**config.mk**
```make
export PLATFORM = sky130hd
export DESIGN_NAME = move_arbiter
export DESIGN_NICKNAME = d
export VERILOG_FILES = /design/src/rtl/move_arbiter.sv
export SDC_FILE = /design/constraint.sdc
export NUM_CORES = 1
export LEC_CHECK = 0
export CAP_MARGIN = 0
export CORE_ASPECT_RATIO = 0.7
export CORE_MARGIN = 2
export CORE_UTILIZATION = 55
export DETAILED_ROUTE_END_ITERATION = 6
export PLACE_DENSITY = 0.81
export SLEW_MARGIN = 15
export SYNTH_ARGS = -nofsm -noshare
export SYNTH_HDL_FRONTEND = slang
export SYNTH_SLANG_ARGS = --single-unit
```
**constraint.sdc**
```tcl
create_clock -name clock -period 2.1 [get_ports clock]
set_input_delay 0.42 -clock clock [delete_from_list [all_inputs] [get_ports clock]]
set_output_delay 0.42 -clock clock [all_outputs]
set_load 0.05 [all_outputs]
```
**src/rtl/move_arbiter.sv**
```systemverilog
// rtl/move_arbiter.sv - frame-paced sprite mover arbitrating pushbuttons against PS2 make codes
module move_arbiter #(
    parameter int STEP   = 4,
    parameter int X_MAX  = 624,
    parameter int Y_MAX  = 464,
    parameter int X_INIT = 320,
    parameter int Y_INIT = 240
) (
    input  logic       clock,
    input  logic       resetn,
    input  logic       VGA_up,
    input  logic       VGA_down,
    input  logic       VGA_left,
    input  logic       VGA_right,
    input  logic [7:0] ps2_key_data,
    input  logic       ps2_key_pressed,
    input  logic       frame_tick,
    output logic [9:0] pos_x,
    output logic [8:0] pos_y,
    output logic       move_valid,
    output logic       move_src
);

    localparam logic [10:0] STEP_W  = 11'(STEP);
    localparam logic [10:0] X_MAX_W = 11'(X_MAX);
    localparam logic [10:0] Y_MAX_W = 11'(Y_MAX);

    localparam logic [1:0] DIR_UP    = 2'd0;
    localparam logic [1:0] DIR_DOWN  = 2'd1;
    localparam logic [1:0] DIR_LEFT  = 2'd2;
    localparam logic [1:0] DIR_RIGHT = 2'd3;

    typedef enum logic [1:0] {
        IDLE   = 2'd0,
        ARB    = 2'd1,
        CLAMP  = 2'd2,
        COMMIT = 2'd3
    } state_t;

    state_t state, state_next;

    // Button order in the vectors below: {up, down, left, right}
    logic [3:0] btn_meta, btn_sync, btn_pressed;
    logic       any_btn;

    logic       break_flag;
    logic       pend_valid;
    logic [1:0] pend_dir;
    logic       code_hit;
    logic [1:0] code_dir;
    logic       make_strobe;
    logic       ps2_clear;

    logic arb_valid, arb_src, arb_xp, arb_xn, arb_yp, arb_yn;
    logic req_valid, req_src, req_xp, req_xn, req_yp, req_yn;

    logic [10:0] x_ext, x_sum, x_dif, y_ext, y_sum, y_dif;
    logic [9:0]  next_x;
    logic [8:0]  next_y;

    always_ff @(posedge clock) begin
        if (!resetn) begin
            btn_meta <= 4'hF;
            btn_sync <= 4'hF;
        end else begin
            btn_meta <= {VGA_up, VGA_down, VGA_left, VGA_right};
            btn_sync <= btn_meta;
        end
    end

    assign btn_pressed = ~btn_sync;
    assign any_btn     = |btn_pressed;

    always_comb begin
        code_hit = 1'b1;
        code_dir = DIR_UP;
        case (ps2_key_data)
            8'h1D:   code_dir = DIR_UP;
            8'h1B:   code_dir = DIR_DOWN;
            8'h1C:   code_dir = DIR_LEFT;
            8'h23:   code_dir = DIR_RIGHT;
            default: code_hit = 1'b0;
        endcase
    end

    assign make_strobe = ps2_key_pressed && !break_flag && code_hit;
    assign ps2_clear   = (state == ARB) && !any_btn && pend_valid;

    // A fresh make code takes priority over the clear issued when PS2 is served.
    always_ff @(posedge clock) begin
        if (!resetn) begin
            break_flag <= 1'b0;
            pend_valid <= 1'b0;
            pend_dir   <= DIR_UP;
        end else begin
            if (ps2_key_pressed) begin
                if (break_flag)
                    break_flag <= 1'b0;
                else if (ps2_key_data == 8'hF0)
                    break_flag <= 1'b1;
            end
            if (make_strobe) begin
                pend_valid <= 1'b1;
                pend_dir   <= code_dir;
            end else if (ps2_clear) begin
                pend_valid <= 1'b0;
            end
        end
    end

    always_comb begin
        arb_valid = 1'b0;
        arb_src   = 1'b0;
        arb_xp    = 1'b0;
        arb_xn    = 1'b0;
        arb_yp    = 1'b0;
        arb_yn    = 1'b0;
        if (any_btn) begin
            arb_valid = 1'b1;
            arb_yn    = btn_pressed[3] && !btn_pressed[2];
            arb_yp    = btn_pressed[2] && !btn_pressed[3];
            arb_xn    = btn_pressed[1] && !btn_pressed[0];
            arb_xp    = btn_pressed[0] && !btn_pressed[1];
        end else if (pend_valid) begin
            arb_valid = 1'b1;
            arb_src   = 1'b1;
            arb_yn    = (pend_dir == DIR_UP);
            arb_yp    = (pend_dir == DIR_DOWN);
            arb_xn    = (pend_dir == DIR_LEFT);
            arb_xp    = (pend_dir == DIR_RIGHT);
        end
    end

    always_comb begin
        state_next = state;
        case (state)
            IDLE:    if (frame_tick) state_next = ARB;
            ARB:     state_next = CLAMP;
            CLAMP:   state_next = COMMIT;
            COMMIT:  state_next = IDLE;
            default: state_next = IDLE;
        endcase
    end

    always_ff @(posedge clock) begin
        if (!resetn)
            state <= IDLE;
        else
            state <= state_next;
    end

    always_ff @(posedge clock) begin
        if (!resetn) begin
            req_valid <= 1'b0;
            req_src   <= 1'b0;
            req_xp    <= 1'b0;
            req_xn    <= 1'b0;
            req_yp    <= 1'b0;
            req_yn    <= 1'b0;
        end else if (state == ARB) begin
            req_valid <= arb_valid;
            req_src   <= arb_src;
            req_xp    <= arb_xp;
            req_xn    <= arb_xn;
            req_yp    <= arb_yp;
            req_yn    <= arb_yn;
        end
    end

    // Bit 10 of the difference flags an underflow below zero.
    always_comb begin
        x_ext  = {1'b0, pos_x};
        y_ext  = {2'b00, pos_y};
        x_sum  = x_ext + STEP_W;
        x_dif  = x_ext - STEP_W;
        y_sum  = y_ext + STEP_W;
        y_dif  = y_ext - STEP_W;
        next_x = pos_x;
        next_y = pos_y;
        if (req_xn)
            next_x = x_dif[10] ? 10'd0 : 10'(x_dif);
        else if (req_xp)
            next_x = (x_sum > X_MAX_W) ? 10'(X_MAX_W) : 10'(x_sum);
        if (req_yn)
            next_y = y_dif[10] ? 9'd0 : 9'(y_dif);
        else if (req_yp)
            next_y = (y_sum > Y_MAX_W) ? 9'(Y_MAX_W) : 9'(y_sum);
    end

    // Outputs are registered on the CLAMP->COMMIT edge so they are visible during COMMIT.
    always_ff @(posedge clock) begin
        if (!resetn) begin
            pos_x      <= 10'(X_INIT);
            pos_y      <= 9'(Y_INIT);
            move_valid <= 1'b0;
            move_src   <= 1'b0;
        end else begin
            move_valid <= 1'b0;
            if (state == CLAMP && req_valid) begin
                pos_x      <= next_x;
                pos_y      <= next_y;
                move_src   <= req_src;
                move_valid <= 1'b1;
            end
        end
    end

endmodule
```
==> Word-level counts from Yosys, hierarchy flattened <==
Index checks and enable logic that the tools add are counted.
{ "classes": {"add_sub_neg": 4, "n_lt_le_gt_ge": 2, "eq_ne": 12, "mux": 28, "bitwise_logic": 1, "n_reduce_logical": 24} }
{ "ops": {"columns": ["cell", "n"], "rows": [
  ["$mux W10", 4],
  ["$mux W9", 4],
  ["$eq A8 B5 Y1 const B", 3],
  ["$mux W1", 17],
  ["$add A10 B3 Y11 const B", 1],
  ["$gt A11 B10 Y1 const B", 1],
  ["$sub A10 B3 Y11 const B", 1],
  ["$add A9 B3 Y10 const B", 1],
  ["$gt A10 B9 Y1 const B", 1],
  ["$sub A9 B3 Y10 const B", 1],
  ["$logic_and A1 B1 Y1", 9],
  ["$eq A2 B2 Y1 const B", 4],
  ["$eq A8 B6 Y1 const B", 1],
  ["$eq A8 B8 Y1 const B", 1],
  ["$pmux W2 S4", 1],
  ["$reduce_or A4 Y1", 2],
  ["$logic_not A1 Y1", 6],
  ["$pmux W2 S3", 1],
  ["$reduce_bool A2 Y1", 3],
  ["$eq A2 B1 Y1 const B", 2],
  ["$logic_not A2 Y1", 2],
  ["$not A4 Y4", 1],
  ["$reduce_and A2 Y1", 2],
  ["$mux W2", 1],
  ["$ne A2 B2 Y1 const B", 1]
]} }
{ "word_totals": {"ff_bits": 41, "input_bits": 16, "out_inout_bits": 21} }

==> Logic depth before layout (Yosys ltp) <==
Gate-level depths: netlist of the first run.
{ "logic_depth": {"ltp_word": 7, "ltp_mapped": 8} }

==> Worst setup path after synthesis of the first run <==
No wires, ideal clock.
{ "synth_path": {"kind": "reg-to-reg", "start": "register pos_x[3]", "end": "register pos_x[8]", "setup_ns": 0.136, "arrival_time_ns": 2.034, "path_slack_ns": -0.070, "stages_incl_launch_ff": 7, "path_buffers": 1, "period_less_slack_ns": 2.170, "cell_sequence": "dfxtp_1 > ha_1 > clkbuf_1 > a21oi_1 > mux2_1 > o311ai_1 > o311ai_1"} }
{ "synth_via": {"elab_chain_cells": 5, "elab_cells_between_ends": 7, "classes_between": "add/sub (2); order compare (1); mux (4)"} }
{ "synth_lines": {"columns": ["element", "line_no", "rtl"], "rows": [
  ["start: declaration", "18", "output logic [9:0] pos_x,"],
  ["start signal: assignment", "193", "pos_x <= 10'(X_INIT);"],
  ["start signal: assignment", "200", "pos_x <= next_x;"],
  ["$add A10 B3 Y11", "174", "x_sum = x_ext + STEP_W;"],
  ["$gt A11 B10 Y1", "183", "next_x = (x_sum > X_MAX_W) ? 10'(X_MAX_W) : 10'(x_sum);"],
  ["$mux W10", "183", null],
  ["$mux W10", "182", "else if (req_xp)"],
  ["$mux W10 *", "180", "if (req_xn)"]
]} }
Mark *: on every way between the ends. The rest lies on a longest branch, timed or not. The select of a mux whose other input is x is not followed.
A chain may end at the register's enable or synchronous reset.

==> Worst setup path in the final report of the first run <==
{ "layout_path": {"start": "register pos_x[4]", "end": "output port pos_x[4]"} }
No word-level cell between the ends.

==> impl_results.md, run 1 <==
- CTS Sinks: 37
- Metal-1 WL: 2930 um
- Finished Layout Cells: 415
- Antenna viol nets, final: 0
- Internal power: roughly 1300 uW
- Area leader, netlist: dfxtp_1
- Worst-path cell chain: clkdlybuf4s50_1
- Final core occ: 70.2%
- Setup violations, final: 0
- Leakage power: 0.00115 uW
- Finished Cell Area: between 0.003 and 0.004 mm2
- Gpl congestion: 0.938
- YS warnings: 0
- Worst Setup End Kind: output pin
- Fin Clk Skew: 9.21 ps
- Main combinational cell family by area after synthesis: simple AND/OR/NAND/NOR gates
- Crit path buf inv count: 1
- Adder-Cell Fraction of Synth Area: between 3 and 4%
- CP Class: flip-flop to output pin
- Clk root buf: clkbuf_8
- DP Area: 0.00294 mm2
- Top delay family on crit path: buffers and inverters
- Initial DRC count: between 300 and 400
- Post-DP HPWL: 4430 um
- Die ar.: 0.00515 mm2
- Hold path start: btn_meta[3]
- Seq/Total Area, Yosys: 29.4%
- Die width: 85.0 um
- Met2 WL post-DR: 2810 um
- Synth top area share: 29.4%
- Max-slew headroom: 40.7%
- Core Rows: 20
- Worst Path Max Fanout: 12
- Total Power: 1790 uW
- NetSw: 528 uW
- Vias per cell: 6.25
- First-pass GRT wire length: approximately 11,000 um
- Slowest Stage Delay on Critical Path: 840 ps
- GR Overflow Total: 0
- Synth Cell Area: about 0.0025 mm2
- Post-route DRC violation count: 0
- Starting density of the core: 57.6%
- Area growth syn-to-layout: 21.8%
- Pwr Density: 583 mW/mm2
- CP startpoint: pos_x[4]
- Setup repair after global routing missed its margin: no
- Number of global-route vias before repair: 2,282
- H-tree lvl count: 2
- I/O pin total: 37
- Synth unique cells: 72
- Die Span Y: 60.7 um
- Period Utilization, post-route: 97.1%
- Num CTS Buffers: 5
- Synthesized instance count: approximately 320
- Sw Ratio: 29.5%
- Post-Synth XOR/XNOR Area: 2.78%
- Synth Area in Compound Gates: 26.2%
- Async SR Flop Fraction: 0%
- Final wirelength: 6270 um
- Number of synthesized register bits: 37
- Startpoint types: flip-flop
- Mux contribution to synthesized area: 1.64%
- # placed instances: 407
- CTS tree: yes
- GRT Total Usage: 26.4%
- Endpoints failing hold: 0
- Dominant cells by area after synthesis: dfxtp_1 (29%), nand2b_1 (4.5%), ha_1 (4.0%), a21oi_1 (3.6%), nor2_1 (3.6%)
- Sequential power share: 43.6%
- Antenna violations before repair: 0
- Vias: 2,595
- Avg Inst Size Synth: 7.79 um2
- WL/cell: 15.1 um
- Tmin final: 2040 ps
- Clock latency on the worst-skew pair: approximately 300 ps
- Worst hold path class: flip-flop to flip-flop
- Simple-gate share of the synthesized area: 28.1%
- Post-layout net count: 383
- Port buffer count: 32
- Top_reg_cell synth: dfxtp_1
- Max Slew Vio Count: 0
- Max VDD drop: 0.000549 V
- DR WL met3: 460 um
- Status: complete, no violations
- Cts hold-fix bufs: 0
- Reg clk slew, reported paths: roughly 90 ps
- Floorplan Core Area: 0.00438 mm2
- DR top layer: met4
- Post-synth EDFFs: 0
- Combinational share of power: 20.3%
- Slew @ Worst Pin: 886 ps
- Layout cells sized above 1: 16.1%
- First-pass detailed-route iteration total: 5
- Clk pwr share: 36.1%
- Max Cap Viol: 0
- Critical-path cell with the highest stage delay: clkdlybuf4s50_1
- Max Clk Rate: between 400 and 500 MHz
- CP Data Arrival Time: 1620 ps
- Largest net degree at the start of global routing: 19
- FF-to-FF Start: pos_x[2]
- Total Negative Setup Slacks: 0 ps
- N_diodes: 0
- Clk buf depth: 2
- WP data required: 1680 ps
==> final timing paths <==
check | end | slack (ps) | depth (start not counted)
min | btn_sync[3] | 410 | 1
max | pos_x[4] | 60 | 1
min reg2reg | btn_sync[3] | 410 | 1
max reg2reg | pos_x[2] | 100 | 6
==> power groups by stage <==
stage	clock (uW)	combinational (uW)	sequential, uW
floorplan	0	244	798
global placement	0	351	794
detailed placement	0	360	797
CTS	655	364	780
global route	704	410	786
finish	647	364	780
==> synth_stat cells (all sizes together), types with 6 or more instances <==
cell	number
dfxtp	37
nor2	24
nand2	21
a21oi	18
nand2b	18
o21ai	18
clkbuf	16
nor3	16
buf	14
nand3	14
inv	13
ha	8
a31oi	7
nand4	6
==> layout make-up <==
type | instances | area (um2)
Sequential cell | 37 | 747
Clock buffer | 5 | 68.8
Clock inverter | 3 | 46.3
Inverter | 13 | 48.8
Fill cell | 366 | 1310
Multi-Input combinational cell | 247 | 1610
Timing Repair Buffer | 55 | 485
Tap cell | 55 | 68.8
==> layer usage <==
layer	track usage (%)	up-vias
met4	6.80	0
li1	-	1256
met1	37.5	1209
met2	40.3	123
met5	0	-
met3	7.35	7
==> cell usage in the layout, fill, tap and decap left out, drive strengths merged, types with 3 or more instances in the layout <==
cell	netlist	final
nand2	21	21
o41ai	3	3
conb	1	4
nand3	14	14
or4	4	4
a21oi	18	18
ha	8	8
mux2i	3	3
and3	3	3
clkdlybuf4s50	0	22
inv	13	13
nor2	24	24
nand2b	18	18
o21ai	18	18
nand4	6	6
a31oi	7	7
nor4	4	4
and4	3	3
clkbuf	16	5
o211ai	5	5
buf	14	32
o311ai	4	4
o22ai	5	5
dfxtp	37	37
xnor2	5	5
xor2	3	3
or3	3	3
nor3b	4	4
o21a	4	4
nor3	16	16
==> sequential cells by signal (all words and copies together) (netlist names) <==
signal      count
break_flag      1
btn_meta        4
btn_sync        4
move_src        1
move_valid      1
pend_dir        2
pend_valid      1
pos_x           8
pos_y           7
req_src         1
req_valid       1
req_xn          1
req_xp          1
req_yn          1
req_yp          1
state           2
==> timing repair <==
action,in CTS,in global routing
gates resized for setup,0,3
buffers inserted,0,0
setup endpoints to repair,0,3
==> per-stage QoR <==
step,setup WS [ps],hold slack [ps]
after floorplan,47.4,386
after global placement,66.4,391
after detailed placement,29.2,395
after CTS,39.4,414
after global routing,0.213,430
final,61.5,412
==> cell families after synthesis <==
group / Yosys count
multiplexers: 4
buffers and inverters: 43
XOR/XNOR: 8
AND/OR/NAND/NOR: 130
adder cells (fa/ha/maj): 8
AO/OA/AOI/OAI: 93
other: 1
flip-flops: 37
Note: power is estimated with default switching activity, not from simulation.
==> inputs of run 2 (changes only) <==
CORE_UTILIZATION = 64   (was 55)
DONT_BUFFER_PORTS = 1   (was default)
PLACE_DENSITY = 0.8   (was 0.81)
==> run 2 against run 1 <==
Compared with the run above:
- non-clock buffer count shrank 26
- via count shrank 4.4%
- sequential share of layout area grew 2.7 points
- global-route usage grew 0.12 points
- critical path type is now flip-flop to flip-flop
- final cell count shrank 7.0%
- core utilization grew 1.6 points
- setup slack gained 110 ps
- wire length shrank 8.5%
- clock power shrank 21%
- largest cell class unchanged
==> impl_results.md, run 2 (synthesis results as in run 1) <==
- Num CTS Buffers: 5 (unchanged)
- Post-route DRC violation count: 0 (unchanged)
- Max Cap Viol: 0 (unchanged)
- Layout cells sized above 1: 15.9% (-0.24 points)
- Area growth syn-to-layout: 9.57%
- WP data required: 2250 ps (+570 ps)
- Antenna violations before repair: 0 (unchanged)
- Reg with most FFs: pos_x
- CTS tree: yes
- WL/cell: 14.9 um (-1.7%)
- Pwr Density: 579 mW/mm2 (-0.67%)
- Startpoint types: flip-flop
- Largest regs: pos_x: 8 flops, pos_y: 7 flops
- Worst Path Max Fanout: 9 (-3)
- Commonest non-fill, non-tap cell in the layout: dfxtp_1
- First-pass detailed-route iteration total: 5 (unchanged)
- Setup repair bufs after CTS: 0 (unchanged)
- Antenna viol nets, final: 0 (unchanged)
- Max-slew headroom: 33.7% (-7.0 points)
- Final wirelength: 5730 um (-8.5%)
- Vias per cell: 6.43 (+2.8%)
- Status: complete, no violations
- Post-DP HPWL: 4120 um (-7.1%)
- Gpl congestion: 0.921 (-1.8%)
- Commonest cells after routing, fill and taps aside: dfxtp_1 (32), buf_4 (29), nor2_1 (24)
- H-tree lvl count: 2 (unchanged)
- Total Negative Setup Slacks: 0 ps (unchanged)
- Reg clk slew, reported paths: 80 ps (about the same)
- Vias: 2,481 (-4.4%)
- First-pass GRT wire length: 9600 um (-11%)
- Clk root buf: clkbuf_8
- Core Rows: 19 (-5.0%)
- CTS Sinks: 37 (unchanged)
- Number of global-route vias before repair: 2,131 (-6.6%)
- Worst Setup End Kind: flip-flop
- Hold path cells: 1 (unchanged)
- Max VDD drop: 0.000696 V (+27%)
- Cts hold-fix bufs: 0 (unchanged)
- Port buffer count: 0 (-100%)
- Endpoints failing hold: 0 (unchanged)
- Starting density of the core: 65.5% (+7.9 points)
- # fillers: 313 (-14%)
- Setup repair after global routing missed its margin: no
- Fin Clk Skew: 3.91 ps (-5.30 ps)
- Initial DRC count: 321 (-20%)
- Period Utilization, post-route: 91.7% (-5.4 points)
- Largest net degree at the start of global routing: 29 (+10)
- Die Span Y: 56.5 um (-6.8%)
- CP Class: flip-flop to flip-flop
- Floorplan Core Area: 0.00385 mm2 (-12%)
- Max Clk Rate: 519 MHz (+5.9%)
- Clock latency on the worst-skew pair: 290 ps (about the same)
- Leakage power: 0.00101 uW (-12%)
- R2R cell count: 4 (-2)
- N_diodes: 0 (unchanged)
- # placed instances: 378 (-7.1%)
- CTS resizes: 0 (unchanged)
- Setup violations, final: 0 (unchanged)
- Clk buf depth: 2 (unchanged)
- Slew @ Worst Pin: 990 ps (+104 ps)
- GR Overflow Total: 0 (unchanged)
- Post-layout net count: 357 (-6.8%)
- CP Data Arrival Time: 2080 ps (+460 ps)
- Number of flip-flops under the largest register name: 8 (unchanged)
- Max Slew Vio Count: 0 (unchanged)
- I/O pin total: 37 (unchanged)
- Die width: 79.1 um (-7.0%)
- Die ar.: 0.00447 mm2 (-13%)
- Worst hold path class: input port to flip-flop
- Tmin final: 1930 ps (-113 ps)
- GRT Total Usage: 26.6% (+0.12 points)
- Finished Layout Cells: 386 (-7.0%)
==> run 2: final timing paths <==
path,startpoint,endpoint,slack (ps)
min,resetn,btn_meta[0],190
max,pos_y[2],pos_y[5],170
min reg2reg,btn_meta[1],btn_sync[1],410
max reg2reg,pos_y[2],pos_y[5],170
==> run 2: critical path: stages, from the launching register on <==
cell     delay, ps
dfxtp_1        410
or4_4          610
o41ai_2        470
o311a_1        230
o31ai_1         70
==> run 2: per-layer routing <==
metal  up-vias  share of wire (%)  GRT usage [%]
met3         9                9.3           5.14
met4         0                1.1           6.65
met1      1138                 46           38.7
met2       128                 44           40.4
li1       1206                  -              -
met5         -                  0              0
==> run 2: stage by stage <==
| stage | instance area [um2] | setup slack (ps) | utilization, % | power [uW] | hold WS (ps) |
|---|---|---|---|---|---|
| after floorplan | 2540 | 47.4 | - | 1040 | 386 |
| after detailed placement | 2680 | 221 | 69.5 | 1110 | 392 |
| after CTS | 2770 | 201 | 71.8 | 1610 | 191 |
| final | 2770 | 175 | 71.8 | 1600 | 194 |
| after global placement | 2680 | 222 | 69.5 | 1090 | 389 |
| after global routing | 2770 | 19.6 | 71.8 | 1680 | 184 |
==> run 2: report_power, final <==
part | switching (uW) | leakage (uW) | internal [uW]
combinational | 180 | 0.000666 | 130
sequential | 36.8 | 0.000303 | 747
clock | 273 | 0.0000445 | 235
total | 490 | 0.00101 | 1110
==> run 2: cell type report <==
cell class,count,area [um2],area share (%)
Clock buffer,5,68.8,2.49
Clock inverter,3,21.3,0.769
Timing Repair Buffer,29,218,7.87
Inverter,13,48.8,1.76
Sequential cell,37,747,27.0
Multi-Input combinational cell,247,1600,57.7
Tap cell,52,65.1,2.35
==> inputs of run 3 (changes only) <==
HOLD_SLACK_MARGIN = 0.06   (was default)
==> results of run 3 <==
Final layout, timing and power as in run 2 (identical DEF).
